[src/rtl/tdc_fifo_arbiter.sv]
// Round-robin merger of TDC FIFOs into a single valid/ready output stream.
// One word is moved per IDLE -> READ -> CAPTURE -> OUTPUT pass.
module tdc_fifo_arbiter #(
    parameter int TDC_COUNT      = 10,
    parameter int TDC_DATA_WIDTH = 40
) (
    input  logic                                sys_clk_160,
    input  logic                                rst_160_n,
    input  logic                                enable,
    input  logic                                clear_counters,
    input  logic [TDC_COUNT-1:0]                tdc_fifo_empty,
    input  logic [TDC_COUNT*TDC_DATA_WIDTH-1:0] tdc_fifo_data,
    output logic [TDC_COUNT-1:0]                tdc_fifo_read,
    output logic [TDC_DATA_WIDTH-1:0]           out_data,
    output logic [3:0]                          out_tdc_idx,
    output logic                                out_valid,
    input  logic                                out_ready,
    output logic [31:0]                         word_count,
    output logic                                arb_busy
);

    typedef enum logic [1:0] {
        IDLE,
        READ,
        CAPTURE,
        OUTPUT
    } state_t;

    state_t                    state;
    logic [3:0]                ptr;
    logic [3:0]                grant;
    logic [3:0]                next_grant;
    logic [3:0]                cand;
    logic                      any_ready;
    int                        sum;
    logic [TDC_DATA_WIDTH-1:0] words [TDC_COUNT];

    // Split the flat data bus into one word per FIFO
    always_comb begin
        for (int j = 0; j < TDC_COUNT; j++) begin
            words[j] = tdc_fifo_data[j*TDC_DATA_WIDTH +: TDC_DATA_WIDTH];
        end
    end

    // Round-robin search from ptr+1 upward; walking backwards lets the nearest hit win
    always_comb begin
        next_grant = ptr;
        any_ready  = 1'b0;
        sum        = 0;
        cand       = '0;
        for (int k = TDC_COUNT; k >= 1; k--) begin
            sum = int'(ptr) + k;
            if (sum >= TDC_COUNT) begin
                sum = sum - TDC_COUNT;
            end
            cand = 4'(sum);
            if (!tdc_fifo_empty[cand]) begin
                next_grant = cand;
                any_ready  = 1'b1;
            end
        end
    end

    // Arbitration FSM with registered strobe and output word
    always_ff @(posedge sys_clk_160 or negedge rst_160_n) begin
        if (!rst_160_n) begin
            state         <= IDLE;
            ptr           <= 4'(TDC_COUNT - 1);
            grant         <= '0;
            tdc_fifo_read <= '0;
            out_data      <= '0;
            out_tdc_idx   <= '0;
            out_valid     <= 1'b0;
        end else begin
            unique case (state)
                IDLE: begin
                    if (enable && any_ready) begin
                        grant         <= next_grant;
                        tdc_fifo_read <= TDC_COUNT'(1) << next_grant;
                        state         <= READ;
                    end
                end
                READ: begin
                    tdc_fifo_read <= '0;
                    ptr           <= grant;
                    state         <= CAPTURE;
                end
                CAPTURE: begin
                    out_data    <= words[grant];
                    out_tdc_idx <= grant;
                    out_valid   <= 1'b1;
                    state       <= OUTPUT;
                end
                OUTPUT: begin
                    if (out_ready) begin
                        out_valid <= 1'b0;
                        state     <= IDLE;
                    end
                end
                default: state <= IDLE;
            endcase
        end
    end

    // Count accepted words; clear wins over a simultaneous handshake
    always_ff @(posedge sys_clk_160 or negedge rst_160_n) begin
        if (!rst_160_n) begin
            word_count <= '0;
        end else if (clear_counters) begin
            word_count <= '0;
        end else if (out_valid && out_ready) begin
            word_count <= word_count + 32'd1;
        end
    end

    assign arb_busy = (state != IDLE);

endmodule

[config.mk]
export PLATFORM = sky130hd
export DESIGN_NAME = tdc_fifo_arbiter
export DESIGN_NICKNAME = d
export VERILOG_FILES = /design/src/rtl/tdc_fifo_arbiter.sv
export SDC_FILE = /design/constraint.sdc
export NUM_CORES = 1
export LEC_CHECK = 0
export BUFFER_PORTS_ARGS = -buffer_cell sky130_fd_sc_hd__buf_2
export CAP_MARGIN = 30
export CORE_AREA = 4 4 195 197
export DETAILED_ROUTE_END_ITERATION = 7
export DIE_AREA = 0 0 199 201
export PLACE_DENSITY = 0.55
export SLEW_MARGIN = 40
export SYNTH_ARGS = -nofsm -noshare
export SYNTH_HDL_FRONTEND = slang
export SYNTH_SLANG_ARGS = --single-unit
[constraint.sdc]
create_clock -name sys_clk_160 -period 15.4 [get_ports sys_clk_160]
set_clock_uncertainty 0.05 [all_clocks]
set_input_delay 3.08 -clock sys_clk_160 [delete_from_list [all_inputs] [get_ports sys_clk_160]]
set_output_delay 3.08 -clock sys_clk_160 [all_outputs]
set_load 0.1 [all_outputs]
* Word level (Yosys, flattened, before mapping)
Cells that the tools add are included.
Word-level totals: bits in registers 97, output and inout port bits 88, word-level logic and storage cells 130
Cells by class: equal/unequal tests 5, shift-type cells 1, magnitude comparators 21, $add $sub $neg 21, mux-type cells 62, reductions and logical operators 11, bitwise operators 1
Operator list (count):
- binary-select mux 40 bit (select 4 bit) | 1
- two-way mux 4 bit | 20
- two-way mux 40 bit | 2
- two-way mux 32 bit | 2
- >= comparator 5 x 4 -> 1 bit, second input constant | 10
- less-than comparator 4 x 5 -> 1 bit, second input constant | 10
- binary-select mux 1 bit (select 4 bit) | 10
- subtractor 4 bit, second input constant | 10
- adder 32 x 1 -> 32 bit, second input constant | 1
- two-way mux 1 bit | 21
- adder 4 x 3 -> 5 bit, second input constant | 4
- case mux 10 bit (2 select lines) | 1
- adder 4 x 4 -> 5 bit, second input constant | 3
- adder 4 x 2 -> 5 bit, second input constant | 2
- two-way mux 10 bit | 1
- << shifter 1 x 4 -> 10 bit, first input constant | 1
- case mux 2 bit (4 select lines) | 1
- AND reduction 2 bit | 4
- nonzero test 2 bit | 4
- adder 4 x 1 -> 5 bit, second input constant | 1
- >= comparator 5 bit, second input constant | 1
- inverter 4 -> 5 bit | 1
- == test 2 bit, second input constant | 2
- two-way mux 2 bit | 2
- 5 further kinds | 7

* Logic depth before layout (Yosys ltp)
Gate-level depths: netlist (run 1).
word-level depth 18, mapped depth 19, depth with buffers taken out 14

* Worst setup path after synthesis (run 1)
No wires, ideal clock.
kind input port to flip-flop, from input port tdc_fifo_empty[0], to register tdc_fifo_read[6], path slack 9610 ps, buffers on the path 1, setup time 123 ps, data arrival time 5618 ps, data required time 15227 ps, stages on the path 11, path through clkbuf_1 > mux2i_1 > mux4_2 > nor2b_1 > o31ai_2 > nand2_1 > a2111oi_0 > o211ai_1 > o211ai_2 > a2111oi_2 > a32o_1
Between the ends: longest elaborated chain between the ends 15, elaborated cells on any way between the ends 46
RTL lines:
- start, declared | RTL line 11 | input logic [TDC_COUNT-1:0] tdc_fifo_empty,
- binary-select mux 1 bit (select 4 bit) | RTL line 57 | if (!tdc_fifo_empty[cand]) begin
- two-way mux 1 bit (implied by the code) | RTL line 57
- two-way mux 4 bit / two-way mux 1 bit (equally long branches) (10 in a row) | RTL line 57
- << shifter 1 x 4 -> 10 bit / logical AND 1 bit (equally long branches) | RTL line 79, 77
- two-way mux 10 bit / != test 2 bit (equally long branches)
- case mux 10 bit (2 select lines) / AND reduction 2 bit (equally long branches)
- end signal, assigned | RTL line 79 | tdc_fifo_read <= TDC_COUNT'(1) << next_grant;
- end, declared | RTL line 13 | output logic [TDC_COUNT-1:0] tdc_fifo_read,
Several ways; a longest one is shown, not always the timed one. The select of a mux whose other input is x is not followed. A chain may end at the register's enable or synchronous reset.

* Worst setup path after layout (run 1)
from register ptr[0], to register tdc_fifo_read[7]
Between the ends: longest elaborated chain between the ends 18, elaborated cells on any way between the ends 86
RTL lines:
- start, declared | RTL line 30 | logic [3:0] ptr;
- start signal, assigned | RTL line 68 | ptr <= 4'(TDC_COUNT - 1);
- start signal, assigned | RTL line 85 | ptr <= grant;
- adder 4 x 4 -> 5 bit | RTL line 52 | sum = int'(ptr) + k;
- subtractor 4 bit / >= comparator 5 x 4 -> 1 bit (equally long branches) | RTL line 54, 53
- two-way mux 4 bit | RTL line 53 | if (sum >= TDC_COUNT) begin
- binary-select mux 1 bit (select 4 bit) | RTL line 57
- two-way mux 1 bit (implied by the code) | RTL line 57
- two-way mux 4 bit / two-way mux 1 bit (equally long branches) (10 in a row) | RTL line 57
- << shifter 1 x 4 -> 10 bit / logical AND 1 bit (equally long branches) | RTL line 79, 77
- two-way mux 10 bit / != test 2 bit (equally long branches)
- case mux 10 bit (2 select lines) / AND reduction 2 bit (equally long branches)
Several ways; a longest one is shown, not always the timed one. The select of a mux whose other input is x is not followed.

==> results.md, run 1 <==
* Die Ht at 201 microns
* DRC viols at 0
* Worst-path maximum fanout at 46
* Crit path DAT at 6.24 ns
* Post-Syn Instances at 1089
* Routed len/inst at 28.9 microns
* Num CTS Buffers at 9
* Fin. Hold Viols at 0
* First-pass GRT wire length at 81.3 mm
* Setup TNS Final at 0 ns
* EDFF count, synth at 0
* Initial core utilization at 28.9%
* Asr flop ratio synth at 100%
* Ys Warns at 0
* Largest net degree at the start of global routing at 88
* Post-synth top cells: nor2_1 (109), dfrtp_1 (95), mux4_2 (92)
* Die area at 40000 sq um
* DP HPWL at 48.0 mm
* Final setup violation count at 0
* Vias in the first global route at 11228
* Most used DFF post-synth: dfrtp_1
* Internal power at 1.53 mW
* Mean Syn Cell Area at 9.63 sq um
* CTS clk-pin slew, worst paths at 0.08 ns
* Seq/Total Area, Yosys at 23.2%
* Vias per cell at 5.70
* Area contributors post-synth: dfrtp_1 (23%), mux4_2 (20%), mux2_2 (5.6%)
* Root Driver: clkbuf_16
* Total GRT Usage at 28.1%
* Post_cts resized at 0
* Slew Viols, Final at 0
* Fmax at 166 MHz
* Post-CTS setup buffers at 0
* Post-synth top area share at 22.7%
* Status: finished, final reports clean
* Layout net count at 1973
* Final wirelength at 58.5 mm
* Final Critical Period at 6.04 ns
* Max-cap violation count at 0
* Netlist cell types at 91
* Net switching power at 2.11 mW
* DR iter-0 viols at 909
* Die width at 199 microns
* Worst endpoint required time at 15.61 ns
* Hold Buf Count CTS at 0
* Worst hold slack at 0.446 ns
* Static Leak at 6.18 nW
* RSZ-0062 raised after global routing: false
* GPL Wtd Cong at 0.978
* Worst min-delay path class: reg2reg
* Peak supply drop at 0.135 mV
* PD cells at 264 nW/um^2
* Most numerous cell in the Yosys netlist: nor2_1
* Area Overhead vs Synth at 31.6%
* Critical Path Sink Type: register
* Antenna violations before repair at 71
* Maximum clock path buffer count at 2
* Logic pwr share at 80.7%
* Syn Nets at 1532
* H-tree levels at 3
* Net Sw Frac at 58.0%
* CTS Sinks at 97
* Total gr overflow at 0
* # IOs at 503
* Vias at 11560
* CP startpoint kind: register
* CP Class: reg2reg
* Total power at 3.64 mW
* Leading area contributor after synthesis: dfrtp_1
* Core ar. at 36300 sq um
* Worst Max-Slew Pin Slew at 0.868 ns
* Worst skew pair latency at 0.37 ns
* Yosys reg bits at 97
* Slew margin rel. at 41.7%
* Register share of total power at 12.2%
* Count of input and output buffers at 502
* DRT antenna net count at 0
* Layout cell share with drive strength beyond 1 at 46.1%
* DR pass1 iterations at 6
* Clock Power Share at 7.1%
* Final Cycle Share at 39.2%
* CTS tree: yes
* Std-Cell Rows at 70
* Synth Cell Area at 10500 sq um
[cells in the final DEF (no fill, tap or decap), drive strengths merged, types with 7 or more instances in the layout]
master,instances
dfrtp,95
nand4,14
nand3,25
a211oi,9
diode,25
nand2b,15
a2bb2oi,39
nor2,109
a22oi,42
a21oi,71
inv,33
nand2,58
buf,517
and3,7
or3,11
o211ai,9
o21ai,35
o221ai,8
ha,27
nor2b,17
nor3,22
xnor2,23
xor2,23
mux2,54
o22ai,7
mux4,92
a21o,14
mux2i,37
clkbuf,10
[power groups by stage]
stage	Combinational (mW)	Clock (mW)	Sequential, mW
final	2.94	0.259	0.445
after global routing	3.12	0.277	0.460
after detailed placement	2.90	0	0.448
after CTS	2.91	0.268	0.446
after floorplan	1.76	0	0.875
after global placement	2.89	0	0.448
[routing by layer]
| metal | track usage, % | vias up | share of wire (%) |
|---|---|---|---|
| met5 | 0 | - | 0.69 |
| met2 | 42.4 | 572 | 45 |
| met1 | 35.4 | 5651 | 39 |
| met3 | 13.2 | 156 | 12 |
| li1 | - | 5121 | - |
| met4 | 9.97 | 60 | 3.6 |
[area by class of cell]
cell class / instances / area, sq um
Antenna cell: 25 / 62.6
Inverter: 32 / 120
Tap cell: 468 / 586
Clock buffer: 10 / 229
Multi-Input combinational cell: 873 / 7600
Timing Repair Buffer: 517 / 2670
Fill cell: 3742 / 22500
Sequential cell: 97 / 2440
Clock inverter: 6 / 90.1
[registers in the layout (all words and copies together) (netlist names)]
| register | cells |
|---|---|
| out_data | 40 |
| word_count | 32 |
| tdc_fifo_read | 10 |
| grant | 4 |
| out_tdc_idx | 4 |
| ptr | 4 |
| state | 2 |
| out_valid | 1 |
[worst paths after layout]
kind                       slack [ns]               end              from  depth (start not counted)
max                              9.36  tdc_fifo_read[7]            ptr[0]                         16
min                              0.45  tdc_fifo_read[4]  tdc_fifo_read[4]                          1
max reg2reg                      9.36  tdc_fifo_read[7]            ptr[0]                         16
min reg2reg                      0.45  tdc_fifo_read[4]  tdc_fifo_read[4]                          1
max in group asynchronous       11.62     word_count[0]         rst_160_n                          2
min in group asynchronous        2.65       out_data[2]         rst_160_n                          1
[through the flow]
step                      worst slack [ns]  cell area [sq um]  cells  util (%)
after floorplan                       9.61              10500   1089         -
after global placement                9.24              13400   1985      36.9
after detailed placement              9.13              13400   1987      37.0
after CTS                             9.51              13700   2003      37.9
after global routing                  9.14              13800   2014      38.0
final                                 9.36              13800   2028      38.0
[critical path, cell delays in order (launching register included)]
cell and delay, ns:
dfstp_2 0.52, buf_4 0.51, inv_2 0.32, ha_1 0.37, buf_4 0.32, inv_2 0.21
ha_1 0.37, nor4bb_1 0.35, a211oi_1 0.07, a21oi_1 0.58, a2bb2oi_1 0.63, nor2_1 0.12
nor4bb_1 0.40, a211oi_2 0.14, o22ai_1 0.49, a2111oi_2 0.13, a32o_1 0.30
[kinds of logic (layout without fill, tap and decap cells)]
group                      count (synthesis)  in the layout  synth area share (%)
xor gates and xnor gates                  46             46                  4.02
and+or+nand+nor                          308            308                  14.2
AOI/OAI and AO/OA                        308            308                  21.4
buffers and inverters                    119            565                  4.65
other                                      0             25                     0
muxes                                    183            183                  29.1
adders and majority gates                 28             28                  3.41
DFF                                       97             97                  23.2
Power figures use the tool's default switching activity.
==> run 2: changes to the inputs <==
--- a/config.mk
+++ b/config.mk
@@ -10,7 +10,7 @@
 export CORE_AREA = 4 4 195 197
 export DETAILED_ROUTE_END_ITERATION = 7
 export DIE_AREA = 0 0 199 201
-export PLACE_DENSITY = 0.55
+export PLACE_DENSITY = 0.57
 export SLEW_MARGIN = 40
 export SYNTH_ARGS = -nofsm -noshare
 export SYNTH_HDL_FRONTEND = slang
==> constraint.sdc (replaced) <==
create_clock -name sys_clk_160 -period 5 [get_ports sys_clk_160]
set_clock_uncertainty 0.05 [all_clocks]
set_input_delay 1 -clock sys_clk_160 [delete_from_list [all_inputs] [get_ports sys_clk_160]]
set_output_delay 1 -clock sys_clk_160 [all_outputs]
set_load 0.1 [all_outputs]
==> run 2 against run 1 <==
- sequential power increased to 3.0 times the previous value
- via count grew 2.6%
- maximum frequency increased by 28%
- sequential cell count stayed put
- clock-buffer cell count unchanged
- cell area rose by 1.7%
- sequential share of layout area decreased by 0.29 points
- critical path depth down 2
- global-route usage rose by 0.75 points
- register-to-register slack worse by 9.1 ns
- combinational power grew to 3.1 times the previous value
- core utilization is 0.63 points higher
- largest cell class unchanged
- largest power group unchanged
==> results.md, run 2 (synthesis results as in run 1) <==
* CTS clk-pin slew, worst paths at 0.08 ns
* Max-cap violation count at 0
* Worst min-delay path class: reg2reg
* CTS tree: yes
* Status: finished, final reports clean
* GPL Wtd Cong at 1.01
* DP HPWL at 49.7 mm
* Static Leak at 6.31 nW
* Fin. Hold Viols at 0
* CTS Sinks at 97
* DR pass1 iterations at 5
* CP Class: reg2reg
* Vias in the first global route at 11644
* Worst endpoint required time at 5.23 ns
* First-pass GRT wire length at 83.3 mm
* Slew Viols, Final at 0
* Std-Cell Rows at 70
* Slew margin rel. at 45.2%
* Initial core utilization at 28.9%
* Maximum clock path buffer count at 2
* Final setup violation count at 0
* Vias at 11858
* Worst hold slack at 0.438 ns
* Worst skew pair latency at 0.38 ns
* Placement Cell Area at 13600 sq um
* # IOs at 503
* Largest registers: out_data: 40 flops, word_count: 32 flops, tdc_fifo_read: 10 flops
* DR iter-0 viols at 976
* Area Overhead vs Synth at 33.8%
* Final Cycle Share at 94.0%
* Layout cell share with drive strength beyond 1 at 46.9%
* Die Ht at 201 microns
* Total GRT Usage at 28.9%
* Die width at 199 microns
* Setup TNS Final at 0 ns
* Final Critical Period at 4.70 ns
* Die area at 40000 sq um
* Vias per cell at 5.77
* Count of input and output buffers at 502
* PD cells at 813 nW/um^2
* Crit path DAT at 4.93 ns
* Worst Max-Slew Pin Slew at 0.822 ns
* DRT antenna net count at 0
* Reg with most FFs: out_data
* Most frequent cells in the layout: buf_2 (501), nor2_1 (108), mux4_2 (92), dfrtp_1 (92), a21oi_1 (71)
* Final wirelength at 60.1 mm
* Post-CTS setup buffers at 0
* Worst-path maximum fanout at 13
* Number of fill cells in the layout at 3733
* Peak supply drop at 0.460 mV
* Post-Layout Cell Count at 2055
* DRC viols at 0
* Total gr overflow at 0
* Critical Path Sink Type: register
* Fmax at 213 MHz
* Routed len/inst at 29.2 microns
* CP startpoint kind: register
* Most common cell after layout, fill and taps aside: buf_2
* Root Driver: clkbuf_16
* Post-route cell area at 14000 sq um
* Total power at 11.4 mW
* Max reg flops at 40
* Antenna violations before repair at 66
* RSZ-0062 raised after global routing: false
* Largest net degree at the start of global routing at 85
* DP Cell Count at 2009
* H-tree levels at 3
* Core ar. at 36300 sq um
* Layout net count at 1995
* Num CTS Buffers at 9
[run 2: routing by layer]
metal  vias to the layer above  GRT usage [%]  routed length [microns]
met1                      5920           36.4                    24000
met4                        48           9.70                     1880
li1                       5182              -                        -
met5                         -              0                      307
met2                       574           44.4                    27700
met3                       134           12.4                     6140
[run 2: cell type report]
type,count,area (sq um),share of cell area [%]
diodes,30,75.1,0.535
clock buffers,10,229,1.63
clock inverters,6,116,0.830
repair buffers,539,2860,20.4
multi-input cells,873,7600,54.2
flip-flops and latches,97,2440,17.4
well taps,468,586,4.17
inverters,32,120,0.856
[run 2: critical path, cell delays in order, from the launching register on]
cell	delay (ns)
dfrtp_1	0.38
clkinv_1	0.42
ha_1	0.63
inv_2	0.06
ha_1	0.50
mux4_2	0.26
mux2i_1	0.08
a2bb2oi_1	0.16
a2bb2oi_1	0.42
nor2_1	0.09
nor4bb_1	0.37
a211oi_2	0.12
o22ai_1	0.53
nand2_1	0.20
o32ai_1	0.31
[run 2: final timing paths]
kind                       slack [ns]                to             start  cells past startpoint
hold / removal                   0.44  tdc_fifo_read[5]  tdc_fifo_read[5]                      1
hold reg to reg                  0.44  tdc_fifo_read[5]  tdc_fifo_read[5]                      1
setup / recovery                 0.30  tdc_fifo_read[8]            ptr[1]                     14
setup reg to reg                 0.30  tdc_fifo_read[8]            ptr[1]                     14
min in group asynchronous        0.57    out_tdc_idx[1]         rst_160_n                      1
max in group asynchronous        3.38          grant[1]         rst_160_n                      2
[run 2: power by group]
part           switching [mW]  internal, mW
Combinational            5.84          3.35
Sequential              0.296          1.05
Clock                   0.374         0.494
[run 2: what timing repair did]
action | CTS | global route
setup endpoints to repair | 0 | 4
hold buffers | 0 | 0
gates resized for setup | 0 | 1
[run 2: per-stage QoR]
stage                     utilization (%)  setup slack, ns
after floorplan                         -            0.163
after global routing                 38.6          0.00673
final                                38.7            0.301
after global placement               37.3            0.319
after CTS                            38.5            0.238
after detailed placement             37.5            0.268
